[config.mk]
export PLATFORM = sky130hd
export DESIGN_NAME = stack_unit
export DESIGN_NICKNAME = d
export VERILOG_FILES = /design/src/rtl/stack_unit.sv
export SDC_FILE = /design/constraint.sdc
export NUM_CORES = 1
export LEC_CHECK = 0
export CAP_MARGIN = 10
export CORE_ASPECT_RATIO = 1.5
export CORE_MARGIN = 1
export CORE_UTILIZATION = 50
export DETAILED_ROUTE_END_ITERATION = 10
export PLACE_DENSITY = 0.8
export SYNTH_ARGS = -nofsm -noshare
export SYNTH_HDL_FRONTEND = slang
export SYNTH_SLANG_ARGS = --single-unit
export TNS_END_PERCENT = 10
[constraint.sdc]
create_clock -name CLK -period 5.4 [get_ports CLK]
set_clock_uncertainty 0.2 [all_clocks]
set_input_delay 0.54 -clock CLK [delete_from_list [all_inputs] [get_ports CLK]]
set_output_delay 0.54 -clock CLK [all_outputs]
set_load 0.1 [all_outputs]
[src/rtl/stack_unit.sv]
`default_nettype none
// ============================================================================
//  Module      : stack_unit
//  Description : Hardware LIFO for PSH/POP/CLL/RTN. Pushes on a write strobe,
//                and folds a run of read-enabled cycles into one pop with a
//                registered output word. Sticky overflow/underflow flags.
//  Revision    : 1.0  initial release
// ============================================================================
module stack_unit #(
    parameter int WIDTH = 16,
    parameter int DEPTH = 16
) (
    input  logic                     CLK,
    input  logic                     RST_n,
    input  logic                     stack_en,
    input  logic                     stack_rw,
    input  logic                     stack_rst,
    input  logic [WIDTH-1:0]         din,
    output logic [WIDTH-1:0]         dout,
    output logic [$clog2(DEPTH):0]   count,
    output logic                     empty,
    output logic                     full,
    output logic                     ovf,
    output logic                     unf
);

    localparam int AW = $clog2(DEPTH);
    localparam int CW = AW + 1;
    localparam logic [CW-1:0] C_DEPTH = CW'(DEPTH);

    typedef enum logic [0:0] {
        S_IDLE = 1'b0,
        S_HOLD = 1'b1
    } state_t;

    state_t            state_q, state_d;
    logic [CW-1:0]     count_q, count_d;
    logic [WIDTH-1:0]  dout_q,  dout_d;
    logic              ovf_q,   ovf_d;
    logic              unf_q,   unf_d;

    logic [WIDTH-1:0]  mem [DEPTH];
    logic              wr_en;
    logic [AW-1:0]     wr_idx;
    logic [AW-1:0]     rd_idx;
    logic              is_empty;
    logic              is_full;

    // Occupancy decodes and array indices; count is the next free slot.
    assign is_empty = (count_q == '0);
    assign is_full  = (count_q == C_DEPTH);
    assign wr_idx   = AW'(count_q);
    assign rd_idx   = AW'(count_q - CW'(1));

    // Next-state logic: clear beats push beats pop; pop happens only on IDLE entry.
    always_comb begin
        state_d = state_q;
        count_d = count_q;
        dout_d  = dout_q;
        ovf_d   = ovf_q;
        unf_d   = unf_q;
        wr_en   = 1'b0;

        if (stack_rst) begin
            state_d = S_IDLE;
            count_d = '0;
            dout_d  = '0;
            ovf_d   = 1'b0;
            unf_d   = 1'b0;
        end else if (stack_en && stack_rw) begin
            state_d = S_IDLE;
            if (!is_full) begin
                wr_en   = 1'b1;
                count_d = count_q + CW'(1);
            end else begin
                ovf_d   = 1'b1;
            end
        end else if (stack_en) begin
            state_d = S_HOLD;
            if (state_q == S_IDLE) begin
                if (!is_empty) begin
                    dout_d  = mem[rd_idx];
                    count_d = count_q - CW'(1);
                end else begin
                    dout_d  = '0;
                    unf_d   = 1'b1;
                end
            end
        end else begin
            state_d = S_IDLE;
        end
    end

    // Control/status registers with asynchronous clear.
    always_ff @(posedge CLK or negedge RST_n) begin
        if (!RST_n) begin
            state_q <= S_IDLE;
            count_q <= '0;
            dout_q  <= '0;
            ovf_q   <= 1'b0;
            unf_q   <= 1'b0;
        end else begin
            state_q <= state_d;
            count_q <= count_d;
            dout_q  <= dout_d;
            ovf_q   <= ovf_d;
            unf_q   <= unf_d;
        end
    end

    // Storage array; contents deliberately survive both resets.
    always_ff @(posedge CLK) begin
        if (wr_en) begin
            mem[wr_idx] <= din;
        end
    end

    assign dout  = dout_q;
    assign count = count_q;
    assign empty = is_empty;
    assign full  = is_full;
    assign ovf   = ovf_q;
    assign unf   = unf_q;

endmodule
`default_nettype wire

# [After elaboration in Yosys (flattened, before gate mapping)]
# Memory sizes are Yosys's and may differ from the RTL's.
# Index checks and enable logic that the tools add are counted.
[totals] ff_bits=24 mem_bits_rw=256 in_bits=21 output_inout_bits=25 wordCells=52 memories=1
[memory_table] memory="mem" words=16 word_bits=16 rd=1 rd_ports_with_merged_regs=0 wr=1 line_no="42" rtl="logic [WIDTH-1:0] mem [DEPTH];"
[op_classes] n_addsub=2 eq_ne=6 mux=27 n_reduce_logical=11
[ops] cell="two-way mux 16 bit" n=5
[ops] cell="two-way mux 5 bit" n=6
[ops] cell="two-way mux 1 bit" n=16
[ops] cell="AND reduction 4 bit" n=2
[ops] cell="nonzero test 2 bit" n=4
[ops] cell="!= test 3 x 2 -> 1 bit, second input constant" n=2
[ops] cell="adder 5 x 1 -> 5 bit, second input constant" n=1
[ops] cell="equality test 5 bit, second input constant" n=1
[ops] cell="zero test 5 bit" n=1
[ops] cell="subtractor 5 x 1 -> 5 bit, second input constant" n=1
[ops] cell="!= test 2 bit, second input constant" n=2
[ops] cell="!= test 3 bit, second input constant" n=1
[ops] cell="AND reduction 3 bit" n=1
[ops] cell="nonzero test 3 bit" n=1
[ops] cell="AND reduction 2 bit" n=1
[ops] cell="logical AND 1 bit" n=1

# [Depth between registers and ports, before layout]
# Gate-level depths: netlist of run 1.
# An unclocked memory read counts as a cell.
[logic_depth] depth_word=7 mapped_depth=11 mapped_depth_nobuf=7

# [Worst setup path before layout of run 1]
# No wires, ideal clock.
[synth_timing] kind="register -> register" from="reg count_q[0] (netlist: count[0])" to="reg count_q[4] (netlist: count[4])" arrival_ns=5.548 path_slack_ns=-0.484 path_stages_with_launch=10 path_buffers=3 synth_period_minus_slack_ns=5.884 path_cell_list="dfrtp_1 -> buf_2 -> inv_2 -> buf_2 -> ha_1 -> buf_6 -> nor4bb_1 -> a2bb2oi_1 -> or4_1 -> a21oi_1"
[synth_lines] item="start, declared" line_no="37" rtl="logic [CW-1:0] count_q, count_d;"
[synth_lines] item="start signal, assigned" line_no="104" rtl="count_q <= count_d;"
[synth_lines] item="equality test 5 bit" line_no="51" rtl="assign is_full = (count_q == C_DEPTH);"
[synth_lines] item="via full" line_no="22" rtl="output logic full,"
[synth_lines] item="!= test 3 bit (no line)"
[synth_lines] item="AND reduction 4 bit (no line)"
# The timed path passes the listed nets, and every way through them passes these cells. The select of a mux whose other input is x is not followed.
# A chain may end at the register's enable or synchronous reset.

# [Worst setup path after layout of run 1]
[layout_timing] from="reg count_q[0] (netlist: count[0])" to="reg dout_q[4] (netlist: dout[4])"
[layout_via] elab_chain_cells=7
[layout_rtl] item="subtractor 5 x 1 -> 5 bit"
[layout_rtl] item="memory (16 x 16 bit)"
[layout_rtl] item="two-way mux 16 bit (*)" line_no="81" rtl="if (!is_empty) begin"
[layout_rtl] item="two-way mux 16 bit (*)" line_no="80" rtl="if (state_q == S_IDLE) begin"
[layout_rtl] item="two-way mux 16 bit (*)" line_no="78" rtl="end else if (stack_en) begin"
[layout_rtl] item="two-way mux 16 bit (*)" line_no="70" rtl="end else if (stack_en && stack_rw) begin"
[layout_rtl] item="two-way mux 16 bit (*)" line_no="64" rtl="if (stack_rst) begin"
[layout_rtl] item="end signal, assigned" line_no="105" rtl="dout_q <= dout_d;"
[layout_rtl] item="end, declared" line_no="38" rtl="logic [WIDTH-1:0] dout_q, dout_d;"
# Every way passes the cells marked *; elsewhere a longest branch is shown, timed or not. The select of a mux whose other input is x is not followed.

==> results of run 1 <==
==> cell type report <==
type                    instances  share of cell area
clock buffers                  28              0.0504
clock inverters                16              0.0111
inverters                       5             0.00149
multi-input cells             275               0.214
flip-flops and latches        280               0.656
well taps                     272              0.0269
repair buffers                 52              0.0394
==> per-stage QoR <==
stage                     instances   util  setup slack [ns]
final                           928  0.582              1.72
after floorplan                 594      -             0.657
after detailed placement        884  0.546              1.46
after global routing            928  0.582              1.46
after CTS                       928  0.582              1.67
after global placement          884  0.546              1.71
==> worst max-delay path, delay by kind of cell (launching register included) <==
family                   cells  cell delay, ns
buffers and inverters        2            1.11
adder cells (fa/ha/maj)      1            0.32
flip-flops                   1            0.39
multiplexers                 1            0.41
AO/OA/AOI/OAI                2            0.30
XOR/XNOR                     1            0.78
==> flip-flops by register name, summed over array words and instances (netlist names) <==
| signal | cells |
|---|---|
| mem | 256 |
| dout | 16 |
| count | 5 |
| ovf | 1 |
| state_q | 1 |
| unf | 1 |
==> how the worst max path moves through the flow <==
stage	to	from	slack, ns	cells after the start
2_1_floorplan	count[4]	count[0]	0.66	9
3_3_place_gp	mem[3][8]	stack_rw	1.71	5
3_5_place_dp	mem[2][8]	stack_rw	1.46	5
4_1_cts	dout[14]	count[0]	1.67	7
5_1_grt	dout[5]	count[0]	1.46	7
6_report	dout[4]	count[0]	1.72	7
==> synth_stat cells, drive strengths merged <==
library cell	instances
buf	15
a221o	1
a2111oi	1
xor2	1
o31ai	18
a22oi	15
o21ai	2
or4	3
and2	17
o31a	1
mux2i	18
clkbuf	19
ha	4
mux2	61
edfxtp	256
nor4	1
a221oi	1
a21oi	6
nor2	22
nor4bb	1
nand2b	1
a2bb2oi	1
a32oi	2
nor3	2
nor4b	2
a31oi	1
dfrtp	24
nand2	32
mux4	33
xnor2	2
o211ai	1
nor2b	1
inv	5
a32o	15
and3	1
or3	2
or4b	1
nor3b	4
or2	1
==> power groups by stage <==
stage	Combinational [mW]	Sequential, mW	Clock, mW
2_1_floorplan	0.481	2.58	0
3_3_place_gp	0.802	2.47	0
3_5_place_dp	0.816	2.47	0
4_1_cts	0.824	2.42	1.70
5_1_grt	0.866	2.42	1.78
6_report	0.824	2.42	1.68
==> routing by layer <==
metal	GRT usage	routed length, um
met1	0.267	8900
met3	0.0288	1400
met2	0.348	11900
met5	0	0
met4	0.0867	743
==> cell families after synthesis <==
kind of cell	after synthesis	share of synthesized area
DFF	280	0.745
and+or+nand+nor	91	0.0413
adders and majority gates	4	0.00450
AOI/OAI and AO/OA	65	0.0462
buffers and inverters	39	0.0159
xor gates and xnor gates	3	0.00236
muxes	112	0.145
==> flow_summary_export.csv, run 1 <==
group,metric,value,unit
routing,totalWireLength,22900,um
setup_path,r2r_start,"count[0]",
clock_tree,cts-root-buf,"clkbuf_16",
sta,slew_headroom,0.250,
power,powerDensity,390,nW/um^2
placement,dp_hpwl,14000,um
power,p_switching,1.27,mW
placement,portBuffers,45,
setup_path,path_class,"flop to flop",
setup_path,cp.required,5.58,ns
synthesis,yosysTopAreaCell,"edfxtp_1",
synthesis,yosysUniqueCellTypes,44,
worst_hold_path,worst_hold_path_type,"input port to async pin",
floorplanning,boundaryPins,46,
sta,setup-tns-final,0,ns
placement,dpl-instance-area,11900,sq um
cells_and_area,regArea,8290,sq um
floorplanning,start_util,0.512,
floorplanning,coreArea,21700,sq um
cells_and_area,drive_gt1_frac,0.223,
cells_and_area,fin_nets,663,
power,swShare,0.257,
setup_path,reg2regPathDepth,7,
cells_and_area,layout.cells.most_common,"edfxtp_1",
power,seqPwrFrac,0.491,
sta,finalCritPeriodShare,0.681,
synthesis,syn_area,11100,sq um
clock_tree,path_clk_slew,0.07,ns
clock_tree,numCtsBuffers,24,
global_route,grt_pass1_vias,5862,
floorplanning,rows,66,
clock_tree,holdBufCountCts,0,
floorplanning,dieArea,22900,sq um
global_route,antenna_found_initial,0,
global_route,grtUsageTotal,0.207,
clock_tree,post_cts_buffers,0,
synthesis,netlist.area_leader.share,0.691,
routing,ant_nets,0,
setup_path,cp_max_fo,41,
setup_path,r2r_end,"dout[4]",
setup_path,cp_slowest_cell,"xor2_4",
routing,drtIter0Drc,573,
sta,setup_viol,0,
setup_path,end_kind,"flop",
setup_path,regToRegSetupSlack,1.72,ns
cells_and_area,stdcell_area,12600,sq um
clock_tree,cts_resized,0,
setup_path,crit_chain,"inv_2 -> ha_4 -> xor2_4 -> buf_4 -> mux4_2 -> a22oi_1 -> o31ai_1",
cells_and_area,nFillCells,1504,
clock_tree,insertion_delay,0.51,ns
clock_tree,cts_max_level,1,
power,peakVddDrop,0.227,mV
cells_and_area,area_growth,13.5,%
synthesis,synth.area.top_cells,"edfxtp_1 (69%), mux4_2 (6.7%), mux2_2 (6.2%), dfrtp_1 (5.4%), mux2i_1 (1.6%)",
synthesis,yosysWarnings,0,
synthesis,synth_cells,594,
routing,wl_per_cell,24.7,um
global_route,grt_max_degree,83,
floorplanning,die_w,124,um
power,leakage,4.16,nW
flow_run,drv_cap,0,
outcome,status,"completed",
sta,whs,0.212,ns
setup_path,slowest_delay,0.78,ns
floorplanning,chipHeight,185,um
sta,rsz0062_at_grt,"no",
power,combPwrFrac,0.167,
placement,place_congestion,0.802,
cells_and_area,final_cell_mix,"edfxtp_1 (256), mux2_2 (61), clkdlybuf4s50_1 (43)",
cells_and_area,multi_input_area,2710,sq um
synthesis,ys_seq_area_frac,0.745,
clock_tree,clockBufferDepth,3,
routing,dr_total_vias,5734,
setup_path,critPathLaunchType,"flop",
sta,drv_slew,0,
clock_tree,clock-sinks,280,
global_route,grt_pass1_wl,34300,um
synthesis,synth_area_per_cell,18.7,sq um
setup_path,critical_path_arrival,3.86,ns
routing,drcViolationCount,0,
sta,post-route-min-period,3.68,ns
routing,vias_per_cell,6.18,
sta,tightestPinTransition,1.12,ns
global_route,grt_overflow,0,
sta,finalHoldViolCount,0,
power,power,4.93,mW
routing,drt_pass1_iterations,5,
power,internal-power,3.66,mW
power,clockPowerShare,0.342,
synthesis,synth_nets,619,
clock_tree,cts_tree,"done",
cells_and_area,n_antenna_cell,0,
sta,timing.fmax,0.272,GHz
synthesis,synth_seq_cells,280,
Power figures use the tool's default switching activity.
==> inputs of run 2 (changes only) <==
==> constraint.sdc (replaced) <==
create_clock -name CLK -period 3.49 [get_ports CLK]
set_clock_uncertainty 0.2 [all_clocks]
set_input_delay 0.349 -clock CLK [delete_from_list [all_inputs] [get_ports CLK]]
set_output_delay 0.349 -clock CLK [all_outputs]
set_load 0.1 [all_outputs]
==> flow_summary_export.csv, run 2 (synthesis results as in run 1) <==
group,metric,value,unit
flow_run,drv_cap,0,
clock_tree,path_clk_slew,0.07,ns
setup_path,critPathLaunchType,"flop",
setup_path,critical_path_arrival,3.22,ns
floorplanning,coreArea,21700,sq um
cells_and_area,top_register,"mem",
cells_and_area,regArea,8290,sq um
routing,totalWireLength,23300,um
worst_hold_path,worst_hold_path_type,"input port to async pin",
sta,whs,0.109,ns
sta,finalHoldViolCount,0,
sta,tightestPinTransition,1.00,ns
floorplanning,rows,66,
placement,post-place-ws,0.392,ns
floorplanning,dieArea,22900,sq um
cells_and_area,drive_gt1_frac,0.260,
setup_path,cp.required,3.67,ns
clock_tree,cts_max_level,1,
global_route,grtUsageTotal,0.211,
global_route,grt_overflow,0,
clock_tree,numCtsBuffers,24,
cells_and_area,nFillCells,1469,
clock_tree,cts_resized,0,
clock_tree,clock-sinks,280,
sta,rsz0062_at_grt,"no",
setup_path,cp_slowest_cell,"ha_4",
routing,wl_per_cell,24.4,um
setup_path,r2r_end,"dout[10]",
cells_and_area,fin_nets,689,
sta,timing.fmax,0.329,GHz
power,peakVddDrop,0.349,mV
sta,setup-tns-final,0,ns
global_route,antenna_found_initial,0,
setup_path,cp_max_fo,35,
setup_path,end_kind,"flop",
routing,drtIter0Drc,586,
setup_path,regToRegSetupSlack,0.45,ns
placement,dpl-instance-area,12100,sq um
floorplanning,boundaryPins,46,
sta,drv_slew,0,
global_route,grt_max_degree,36,
placement,portBuffers,45,
setup_path,slowest_delay,0.55,ns
cells_and_area,n_antenna_cell,0,
routing,vias_per_cell,6.18,
placement,place_congestion,0.857,
setup_path,crit_chain,"inv_1 -> ha_4 -> buf_12 -> mux2_2 -> mux4_2 -> a22oi_1 -> o31ai_1",
global_route,gr-usage-met3,0.0220,
global_route,grt_pass1_vias,6309,
cells_and_area,layout.cells.most_common,"edfxtp_1",
sta,setup_viol,0,
sta,slew_headroom,0.329,
routing,ant_nets,0,
cells_and_area,multi_input_area,2720,sq um
sta,finalCritPeriodShare,0.870,
clock_tree,cts_tree,"done",
global_route,gr-usage-met2,0.368,
global_route,grt-busiest-layer,"met2",
sta,post-route-min-period,3.04,ns
setup_path,reg2regPathDepth,7,
setup_path,worstSetupEndpoint,"dout[10]",
floorplanning,die_w,124,um
setup_path,path_class,"flop to flop",
outcome,status,"completed",
clock_tree,cts-root-buf,"clkbuf_16",
clock_tree,insertion_delay,0.51,ns
cells_and_area,stdcell_area,12900,sq um
routing,drt_pass1_iterations,5,
clock_tree,post_cts_buffers,0,
power,leakage,4.32,nW
cells_and_area,area_growth,16.2,%
global_route,grtUsageMet1,0.261,
placement,dp_hpwl,15000,um
floorplanning,start_util,0.512,
cells_and_area,largest_register_ff_count,256,
cells_and_area,final_cell_mix,"edfxtp_1 (256), mux2_2 (61), clkdlybuf4s50_1 (40)",
clock_tree,holdBufCountCts,0,
setup_path,r2r_start,"count[1]",
routing,dr_total_vias,5886,
sta,fin_ws,0.453,ns
clock_tree,clockBufferDepth,3,
routing,drcViolationCount,0,
setup_path,cp-startpoint,"count[1]",
floorplanning,chipHeight,185,um
global_route,grt_pass1_wl,35400,um
power,powerDensity,604,nW/um^2
## run 2: cell count changes in the layout (fill, tap and decap cells not counted), moves of 3 or more
cell | previous run | this run
inv_6 | 3 | 0
clkdlybuf4s50_1 | 43 | 40
clkbuf_1 | 3 | 6
clkinv_2 | 4 | 1
buf_4 | 9 | 33
buf_12 | 0 | 4
## run 2: how the worst min path moves through the flow
stage | slack, ns | cells after the start | to | from
finish | 0.11 | 1 | dout[10] | RST_n
CTS | 0.13 | 1 | dout[10] | RST_n
detailed placement | 0.30 | 2 | unf | unf
global route | 0.19 | 1 | dout[10] | RST_n
floorplan | -0.15 | 0 | count[1] | RST_n
global placement | 0.29 | 2 | unf | unf
## run 2: routing by layer
metal  routed length [um]  up-vias
met5                    0        -
li1                     -     2516
met2                12200      259
met1                 8800     3032
met4                  987        0
met3                 1300       79
## run 2: area by class of cell
cell class / count / share of cell area
Clock buffer: 33 / 0.0523
Clock inverter: 10 / 0.00997
Inverter: 5 / 0.00174
Multi-Input combinational cell: 275 / 0.211
Sequential cell: 280 / 0.642
Tap cell: 272 / 0.0263
Timing Repair Buffer: 78 / 0.0572
## run 2: stage by stage
stage                     power (mW)   util  instances
after floorplan                 4.76      -        594
after global placement          5.13  0.557        909
after detailed placement        5.17  0.557        909
after CTS                       7.84  0.595        952
after global routing            8.03  0.595        953
final                           7.80  0.595        953
## run 2: worst max-delay path, delay by kind of cell, from the launching register on
family | cells | cell delay, ns
compound gates | 2 | 0.37
fa+ha+maj | 1 | 0.55
buf+inv | 2 | 0.40
flops | 1 | 0.49
mux | 2 | 0.88
## run 2: report_power, final
group	switching [mW]	leakage, nW	internal [mW]
Clock	1.12	0.381	1.58
Combinational	0.827	1.31	0.538
Sequential	0.0357	2.63	3.71
==> patch (flow settings as in run 1) <==
Set the parameter `DEPTH` to 32 (it was 16).
--- a/src/rtl/stack_unit.sv
+++ b/src/rtl/stack_unit.sv
@@ -10,3 +10,3 @@
     parameter int WIDTH = 16,
-    parameter int DEPTH = 16
+    parameter int DEPTH = 32
 ) (
Interface: changed (resized count); port bits go from 46 to 47. The function was not compared with the original's and may differ.
==> patch against run 1 <==
  * Sequential cell count is 257 higher
  * Via count rose by 80%
  * Total power is 110% higher
  * Non-clock buffer count increased by 41
  * Worst setup slack worse by 0.77 ns
  * Wire length up 110%
  * Critical path depth fell by 2
  * Clock power is 110% higher
  * Final area up 90%
  * Area after synthesis grew 89%
  * Critical path type is now reg -> out
  * Largest cell class unchanged
==> patch: results (changes against run 1) <==
Run status
  • Status: finished clean

Logic synthesis
  • Main area contributors after synthesis: edfxtp_1, mux4_2, dfrtp_1
  • Syn Inst Count: 965 (+62%)
  • Synth async-reset ratio: 4.66% (-3.9 points)
  • Number of synthesized flops with an enable pin: 512 (+100%)
  • Sequential area share after synthesis: 76.1% (+1.6 points)
  • Adder-cell area share of the yosys netlist: 0.238% (-0.21 points)
  • Complex-gate fraction of the synthesized area: 2.83% (-1.8 points)
  • Synth Net Count: 990 (+60%)
  • Mux share of post-synthesis cell area: 17.0% (+2.6 points)
  • Xor/xnor cell area share of the yosys netlist: 0.167% (-0.070 points)

Global routing
  • GRT Total Usage: 22.9% (+2.2 points)
  • Met1 GRT Util: 29.6% (+2.9 points)
  • M2 GR Usage: 38.1% (+3.3 points)
  • Initial antenna violation count: 3 (+3)
  • Largest net degree at the start of global routing: 52 (-37%)
  • Vias in the first global route: 10528 (+80%)
  • Met3 Resource Use GR: 3.56% (+0.69 points)
  • First-pass GRT wire length: 69600 µm (+100%)

Routing
  • M1 WL: 17400 µm (+96%)
  • Top Metal Used: met5
  • Wire length on met2: 24400 µm (+110%)
  • Initial drt markers: 1176 (+110%)
  • TritonRoute pass-1 iters: 5 (unchanged)
  • Vias: 10327 (+80%)
  • WL final: 48000 µm (+110%)

Layout
  • Seq. cell area: 16000 µm² (+93%)
  • Buffering overhead: 3.69% (-0.25 points)
  • Largest register FFs: 512 (+100%)
  • Number of ordinary inverters in the final layout: 7 (+2)
  • Fillers: 2819 (+87%)
  • Ant diodes: 1 (+1)
  • Clock network share of area: 6.74% (+0.59 points)
  • CLK BUF: 49 (+75%)
  • Multi-input gate share of total cell area: 19.9% (-1.6 points)
  • Final #Nets: 1081 (+63%)
  • Comb_multi_in: 372 (+35%)
  • Share of cells above drive strength 1: 28.2% (+5.9 points)
  • Fraction of area in registers: 66.7% (+1.0 points)

Placement
  • Placer Congestion: 0.880 (+9.6%)
  • Dpl cell area: 22300 µm² (+88%)
  • PortBufs: 46 (+2.2%)
  • Setup slack after placement: 1.57 ns (+0.105 ns)
  • Hpwl dp: 26400 µm (+88%)
  • Placed cell count: 1564 (+77%)

Worst setup path
  • CP endpoint: empty
  • Slowest Stage Delay on Critical Path: 1.22 ns (+0.44 ns)
  • CP max-delay cell: clkdlybuf4s50_1
  • Arrival time worst endpoint: 3.71 ns (-0.15 ns)
  • Worst Path Max Fanout: 25 (-39%)
  • Reg2Reg Depth: 8 (+1)

Timing
  • Rel. slew slack: 17.1% (-7.9 points)
  • Final Critical Period: 4.45 ns (+0.766 ns)

Power and ir drop
  • Maximum vdd drop: 0.269 mV (+19%)
  • P_leak: 7.60 nW (+83%)

Clocking
  • CTS buffer count: 45 (+88%)
  • Clock sink count: 537 (+92%)
  • Worst skew pair latency: 0.57 ns (+0.06 ns)
  • CTS H-Tree Depth: 2 (+1)

Die
  • Core area: 41300 µm² (+90%)
==> patch: cell count changes after synthesis, moves of 10 or more <==
| cell | before | now |
|---|---|---|
| mux2_2 | 61 | 32 |
| o22a_1 | 0 | 16 |
| nor2_1 | 22 | 35 |
| and2_1 | 17 | 3 |
| mux2i_1 | 18 | 34 |
| a32o_1 | 15 | 0 |
| mux4_2 | 33 | 128 |
| o211ai_2 | 0 | 10 |
| o31ai_1 | 18 | 1 |
| edfxtp_1 | 256 | 512 |
==> patch: worst min path at each step <==
stage	startpoint	endpoint	slack (ns)	cells past startpoint
2_1_floorplan	RST_n	count[0]	0.04	0
3_3_place_gp	unf	unf	0.28	2
3_5_place_dp	unf	unf	0.31	2
4_1_cts	RST_n	dout[10]	0.16	2
5_1_grt	RST_n	state_q	0.20	2
6_report	RST_n	state_q	0.17	2
==> patch: power breakdown <==
part	internal (mW)	total [mW]	switching [mW]
Sequential	4.60	4.67	0.0668
Combinational	0.803	1.93	1.12
Clock	2.04	3.53	1.49
Total	7.45	10.1	2.68
